===== src/rtl/axi_native_arbiter_pkg.sv =====
// rtl/axi_native_arbiter_pkg.sv - shared types and encodings for the AXI-to-native arbiter
package axi_native_arbiter_pkg;

    typedef enum logic [1:0] {
        ST_IDLE     = 2'd0,
        ST_WR_BURST = 2'd1,
        ST_WR_RESP  = 2'd2,
        ST_RD_BURST = 2'd3
    } state_t;

    localparam logic [1:0] BURST_FIXED = 2'b00;
    localparam logic [1:0] BURST_INCR  = 2'b01;
    localparam logic [1:0] BURST_WRAP  = 2'b10;

    localparam logic [1:0] RESP_OKAY = 2'b00;

    localparam int DATA_W = 256;
    localparam int STRB_W = 32;

endpackage


===== src/rtl/axi_native_arbiter_beat_counter.sv =====
// rtl/axi_native_arbiter_beat_counter.sv - native_beat_counter: command and data beat counts for one burst
module native_beat_counter (
    input  logic       clk,
    input  logic       rst,
    input  logic       clear,
    input  logic [7:0] len,
    input  logic       cmd_fire,
    input  logic       beat_fire,
    output logic       cmd_done,
    output logic       cmd_fin,
    output logic       beat_done,
    output logic       beat_fin,
    output logic       beat_last
);

    logic [8:0] cmd_count;
    logic [8:0] beat_count;
    logic [8:0] total;

    // Nine bits so a 256-beat burst (len=255) reaches its total without wrapping.
    assign total     = {1'b0, len} + 9'd1;
    assign cmd_done  = (cmd_count == total);
    assign beat_done = (beat_count == total);
    assign beat_last = (beat_count == {1'b0, len});

    // "fin" also covers the final handshake happening this very cycle.
    assign cmd_fin  = cmd_done  | (cmd_fire  & ((cmd_count  + 9'd1) == total));
    assign beat_fin = beat_done | (beat_fire & ((beat_count + 9'd1) == total));

    always_ff @(posedge clk) begin
        if (rst || clear) begin
            cmd_count  <= 9'd0;
            beat_count <= 9'd0;
        end else begin
            if (cmd_fire && !cmd_done) begin
                cmd_count <= cmd_count + 9'd1;
            end
            if (beat_fire && !beat_done) begin
                beat_count <= beat_count + 9'd1;
            end
        end
    end

endmodule


===== src/rtl/axi_native_arbiter.sv =====
// rtl/axi_native_arbiter.sv - arbitrates AXI write/read bursts onto a single native command port
module axi_native_arbiter
    import axi_native_arbiter_pkg::*;
#(
    parameter int NATIVE_AW = 26
) (
    input  logic                 clk,
    input  logic                 rst,
    input  logic                 aw_valid,
    output logic                 aw_ready,
    input  logic [31:0]          aw_addr,
    input  logic [1:0]           aw_burst,
    input  logic [7:0]           aw_len,
    input  logic                 aw_id,
    input  logic                 w_valid,
    output logic                 w_ready,
    input  logic [DATA_W-1:0]    w_data,
    input  logic [STRB_W-1:0]    w_strb,
    input  logic                 w_last,
    output logic                 b_valid,
    input  logic                 b_ready,
    output logic [1:0]           b_resp,
    output logic                 b_id,
    input  logic                 ar_valid,
    output logic                 ar_ready,
    input  logic [31:0]          ar_addr,
    input  logic [1:0]           ar_burst,
    input  logic [7:0]           ar_len,
    input  logic                 ar_id,
    output logic                 r_valid,
    input  logic                 r_ready,
    output logic [DATA_W-1:0]    r_data,
    output logic [1:0]           r_resp,
    output logic                 r_last,
    output logic                 r_id,
    output logic                 native_cmd_valid,
    input  logic                 native_cmd_ready,
    output logic                 native_cmd_payload_we,
    output logic                 native_cmd_payload_mw,
    output logic [NATIVE_AW-1:0] native_cmd_payload_addr,
    output logic                 wdata_valid,
    input  logic                 wdata_ready,
    output logic [DATA_W-1:0]    wdata_payload_data,
    output logic [STRB_W-1:0]    wdata_payload_we,
    input  logic                 rdata_valid,
    output logic                 rdata_ready,
    input  logic [DATA_W-1:0]    rdata_payload_data
);

    state_t               state;
    logic                 last_grant_read;
    logic [7:0]           len_q;
    logic [1:0]           burst_q;
    logic                 id_q;
    logic [NATIVE_AW-1:0] cmd_addr;

    logic grant_write, grant_read;
    logic in_wr, in_rd, wr_fwd;
    logic cmd_fire, wbeat_fire, r_fire;
    logic wr_cmd_done, wr_cmd_fin, wr_beat_done, wr_beat_fin, wr_beat_last;
    logic rd_cmd_done, rd_cmd_fin, rd_beat_done, rd_beat_fin, rd_beat_last;

    // On a tie the side that did not win last time gets the port.
    assign grant_write = !rst && (state == ST_IDLE) && aw_valid && (!ar_valid || last_grant_read);
    assign grant_read  = !rst && (state == ST_IDLE) && ar_valid && (!aw_valid || !last_grant_read);
    assign aw_ready    = grant_write;
    assign ar_ready    = grant_read;

    assign in_wr = (state == ST_WR_BURST);
    assign in_rd = (state == ST_RD_BURST);

    assign native_cmd_valid        = (in_wr && !wr_cmd_done) || (in_rd && !rd_cmd_done);
    assign native_cmd_payload_we   = in_wr;
    assign native_cmd_payload_mw   = 1'b0;
    assign native_cmd_payload_addr = (in_wr || in_rd) ? cmd_addr : '0;
    assign cmd_fire                = native_cmd_valid && native_cmd_ready;

    // Write data passes straight through until the burst's beat quota is met.
    assign wr_fwd             = in_wr && !wr_beat_done;
    assign wdata_valid        = wr_fwd && w_valid;
    assign w_ready            = wr_fwd && wdata_ready;
    assign wdata_payload_data = wr_fwd ? w_data : '0;
    assign wdata_payload_we   = wr_fwd ? w_strb : '0;
    assign wbeat_fire         = wdata_valid && wdata_ready;

    assign b_valid = (state == ST_WR_RESP);
    assign b_resp  = RESP_OKAY;
    assign b_id    = b_valid ? id_q : 1'b0;

    assign rdata_ready = in_rd && r_ready;
    assign r_valid     = in_rd && rdata_valid;
    assign r_data      = in_rd ? rdata_payload_data : '0;
    assign r_resp      = RESP_OKAY;
    assign r_last      = in_rd && rd_beat_last;
    assign r_id        = in_rd ? id_q : 1'b0;
    assign r_fire      = r_valid && r_ready;

    native_beat_counter u_wr_count (
        .clk       (clk),
        .rst       (rst),
        .clear     (grant_write),
        .len       (len_q),
        .cmd_fire  (cmd_fire && in_wr),
        .beat_fire (wbeat_fire),
        .cmd_done  (wr_cmd_done),
        .cmd_fin   (wr_cmd_fin),
        .beat_done (wr_beat_done),
        .beat_fin  (wr_beat_fin),
        .beat_last (wr_beat_last)
    );

    native_beat_counter u_rd_count (
        .clk       (clk),
        .rst       (rst),
        .clear     (grant_read),
        .len       (len_q),
        .cmd_fire  (cmd_fire && in_rd),
        .beat_fire (r_fire),
        .cmd_done  (rd_cmd_done),
        .cmd_fin   (rd_cmd_fin),
        .beat_done (rd_beat_done),
        .beat_fin  (rd_beat_fin),
        .beat_last (rd_beat_last)
    );

    always_ff @(posedge clk) begin
        if (rst) begin
            state           <= ST_IDLE;
            last_grant_read <= 1'b1;
            len_q           <= 8'd0;
            burst_q         <= BURST_FIXED;
            id_q            <= 1'b0;
            cmd_addr        <= '0;
        end else begin
            // Any non-FIXED encoding (INCR, WRAP, reserved) walks linearly.
            if (cmd_fire && (burst_q != BURST_FIXED)) begin
                cmd_addr <= cmd_addr + NATIVE_AW'(1);
            end
            unique case (state)
                ST_IDLE: begin
                    if (grant_write) begin
                        len_q           <= aw_len;
                        burst_q         <= aw_burst;
                        id_q            <= aw_id;
                        cmd_addr        <= aw_addr[NATIVE_AW+4:5];
                        last_grant_read <= 1'b0;
                        state           <= ST_WR_BURST;
                    end else if (grant_read) begin
                        len_q           <= ar_len;
                        burst_q         <= ar_burst;
                        id_q            <= ar_id;
                        cmd_addr        <= ar_addr[NATIVE_AW+4:5];
                        last_grant_read <= 1'b1;
                        state           <= ST_RD_BURST;
                    end
                end
                ST_WR_BURST: begin
                    if (wr_cmd_fin && wr_beat_fin) begin
                        state <= ST_WR_RESP;
                    end
                end
                ST_WR_RESP: begin
                    if (b_ready) begin
                        state <= ST_IDLE;
                    end
                end
                ST_RD_BURST: begin
                    if (r_fire && rd_beat_last) begin
                        state <= ST_IDLE;
                    end
                end
                default: state <= ST_IDLE;
            endcase
        end
    end

    logic unused_sink;
    assign unused_sink = ^{w_last, aw_addr, ar_addr, wr_beat_last, rd_cmd_fin,
                           rd_beat_done, rd_beat_fin, BURST_INCR, BURST_WRAP};

endmodule


===== config.mk =====
export PLATFORM = sky130hd
export DESIGN_NAME = axi_native_arbiter
export DESIGN_NICKNAME = d
export VERILOG_FILES = /design/src/rtl/axi_native_arbiter_pkg.sv /design/src/rtl/axi_native_arbiter_beat_counter.sv /design/src/rtl/axi_native_arbiter.sv
export SDC_FILE = /design/constraint.sdc
export NUM_CORES = 1
export LEC_CHECK = 0
export CORE_AREA = 2 2 485 487
export DETAILED_ROUTE_END_ITERATION = 8
export DIE_AREA = 0 0 487 489
export HOLD_SLACK_MARGIN = 0.08
export PLACE_DENSITY = 0.3
export SLEW_MARGIN = 15
export SYNTH_ARGS = -nofsm -noshare
export SYNTH_HDL_FRONTEND = slang
export SYNTH_SLANG_ARGS = --single-unit

===== constraint.sdc =====
create_clock -name clk -period 2.6 [get_ports clk]
set_input_delay 0.52 -clock clk [delete_from_list [all_inputs] [get_ports clk]]
set_output_delay 0.52 -clock clk [all_outputs]
set_load 0.02 [all_outputs]

==> summary.txt <==
Run status
  • Outcome: finished, violations left
  • Failing checks: setup timing

STA
  • Fmax: 0.289 GHz
  • Least-Margin Pin Slew: 1.11 ns
  • RSZ-0062 raised after global routing: true
  • Max_slew headroom: 0.258
  • Skew final: 0.0232 ns
  • Setup ws final: -0.856 ns
  • Shortest period the worst path allows: 3.46 ns
  • Final Hold Viols: 0
  • Setup TNS: -230.91 ns
  • Period utilisation layout: 1.33
  • Finish-stage setup viols: 343
  • Slew Viols, Final: 0

Clock tree
  • CTS Root Cell: clkbuf_16
  • H-tree levels: 3
  • Sink Count: 76
  • Clock Pin Slew Worst Setup and Hold Paths: 0.08 ns
  • Inserted Clock Buffers: 9
  • CTS tree: yes
  • Clock tree buffer depth: 2
  • Clock Latency Late Sink: 0.39 ns
  • Post-CTS Hold Buffers: 0

Route
  • Routed WL per cell: 35.6 um
  • Met1 wire length: 69.6 mm
  • Routed vias: 16701
  • Drc violations: 0
  • Starting DRC count in detailed routing: 692
  • Met2 wire len: 102 mm
  • Routed length on met3: 29.5 mm
  • First-pass DRT Iterations: 4
  • Vias per cell: 2.89
  • Highest metal used: met5
  • DRT Wirelength: 206 mm
  • Post-route ant nets: 0

Die
  • Die height: 489 um
  • DIE AREA: 238000 um2
  • Core area: 234000 um2
  • Initial Utilization: 0.0404
  • Io pins: 1228
  • Std-Cell Rows: 178
  • Die X: 487 um

Yosys
  • Top_reg_cell synth: dfxtp_1
  • Number of synthesized flops with an enable pin: 0
  • Sequential element share of the synthesized area: 0.161
  • Post-Syn Area per Cell: 7.20 um2
  • YS warnings: 0
  • Post-synthesis cell area: 9430 um2
  • Yosys cell types: 74
  • Cell count after synthesis: 1311
  • Asr flop ratio synth: 0
  • Number of synthesized register bits: 76

Cells and area
  • Most common cell after layout, fill and taps aside: clkdlybuf4s50_1
  • Most frequent cells in the layout: clkdlybuf4s50_1, buf_12, and2_4, and3_1, buf_4
  • NumNets Final: 3298
  • Design Area, Final: 32800 um2
  • Filler Cell Count: 26466
  • Area Overhead vs Synth: 248%
  • Layout cells sized above 1: 0.405

Global routing
  • Total GRT Usage: 0.156
  • Vias in the first global route: 16465
  • First-pass GRT wire length: 230 mm
  • Initial antenna violation count: 231
  • Pin count of the biggest net entering global routing: 120
  • Global route overflow: 0

Critical path
  • Maximum fanout along the worst path: 8
  • Worst path required time: 2.08 ns
  • WS Path Type: reg2out
  • Startpoint types: flip-flop
  • Worst path arrival time: 2.94 ns
  • Crit end category: output port

Min path
  • Worst Hold Class: reg2reg

Place
  • IO buf count: 1209
  • Post-DP Area: 29900 um2
  • Placer Congestion: 0.860
  • Post-DP HPWL: 178 mm

Job
  • Max Cap Violations: 0

Pwr
  • Pleak: 15.4 nW
  • Power Density: 713 nW/um2
  • Peak VDD IR: 0.358 mV
state kept, by name (all words and copies together), names as in the netlist:
signal	count
len_q	8
u_wr_count.cmd_count	9
state	2
u_wr_count.beat_count	9
burst_q	2
u_rd_count.beat_count	9
last_grant_read	1
cmd_addr	26
u_rd_count.cmd_count	9
id_q	1
worst max-delay path, cell delays in order, from the launching register on:
cell and delay, ns:
dfxtp_4 0.36, ha_4 0.17, buf_6 0.12, and3_4 0.16, or3_4 0.39, a21boi_4 0.19, a41oi_4 0.19, buf_12 0.22
buf_12 0.14, buf_12 0.14, clkbuf_16 0.16, and2_4 0.14, buf_12 0.13
layout make-up:
cell class,instances,area [um2],share of cell area
Timing Repair Buffer,1469,18500,0.563
Sequential cell,76,1560,0.0475
Inverter,13,48.8,0.00149
Tap cell,3060,3830,0.117
Antenna cell,56,140,0.00427
Clock inverter,7,81.3,0.00248
Multi-Input combinational cell,1082,8450,0.258
Clock buffer,9,225,0.00687
synth_stat cells (20+ instances only):
cell | n | area, um2
and2_1 | 323 | 2020
and3_1 | 273 | 1710
clkbuf_1 | 123 | 462
dfxtp_1 | 76 | 1520
nor2_1 | 61 | 229
xnor2_1 | 53 | 464
nand2_1 | 42 | 158
nand3_1 | 37 | 185
xor2_1 | 29 | 254
a22oi_1 | 23 | 173
a211oi_1 | 21 | 158
mux2i_1 | 21 | 210
nor3_1 | 20 | 100
routing by layer:
| layer | up-vias | GRT usage |
|---|---|---|
| met4 | 132 | 0.0192 |
| met1 | 7899 | 0.150 |
| li1 | 7304 | - |
| met5 | - | 0 |
| met3 | 348 | 0.107 |
| met2 | 1018 | 0.279 |
per-stage QoR:
step                       util  hold slack, ns  power [W]  worst slack [ns]  instances
after floorplan               -           0.454    0.00831           -0.0284       1315
after global placement    0.128           0.491     0.0191            -0.758       5613
after detailed placement  0.128           0.495     0.0191            -0.797       5613
after CTS                 0.132           0.511     0.0218            -0.960       5661
after global routing      0.140           0.575     0.0244            -0.943       5726
final                     0.140           0.521     0.0234            -0.856       5772
path summary, 6_finish.rpt:
kind,from,to,slack [ns],depth (start not counted)
hold reg to reg,last_grant_read,last_grant_read,0.52,2
hold / removal,last_grant_read,last_grant_read,0.52,2
setup reg to reg,len_q[1],state[0],-0.47,15
setup / recovery,len_q[1],wdata_payload_data[25],-0.86,12
logic make-up after synthesis:
family,after synthesis,share of synthesized area
flops,76,0.161
simple gates,824,0.520
fa+ha+maj,8,0.0101
other cells,1,0.000398
xor+xnor,95,0.107
buf+inv,158,0.0714
compound gates,127,0.106
mux,22,0.0235
repair_timing:
item / in CTS / in global routing
pin swaps: 8 / 39
gates cloned: 13 / 25
endpoints found under the setup margin: 531 / 545
resized for setup: 429 / 299
buffers inserted: 23 / 33
where the power goes:
part	leakage, nW	internal (W)	total [W]	switching, W
clock	0.147	0.000760	0.00145	0.000690
sequential	0.627	0.00139	0.00165	0.000264
combinational	14.6	0.00993	0.0203	0.0103
total	15.4	0.0121	0.0234	0.0113
No activity file was read; power rests on OpenSTA's default activity.
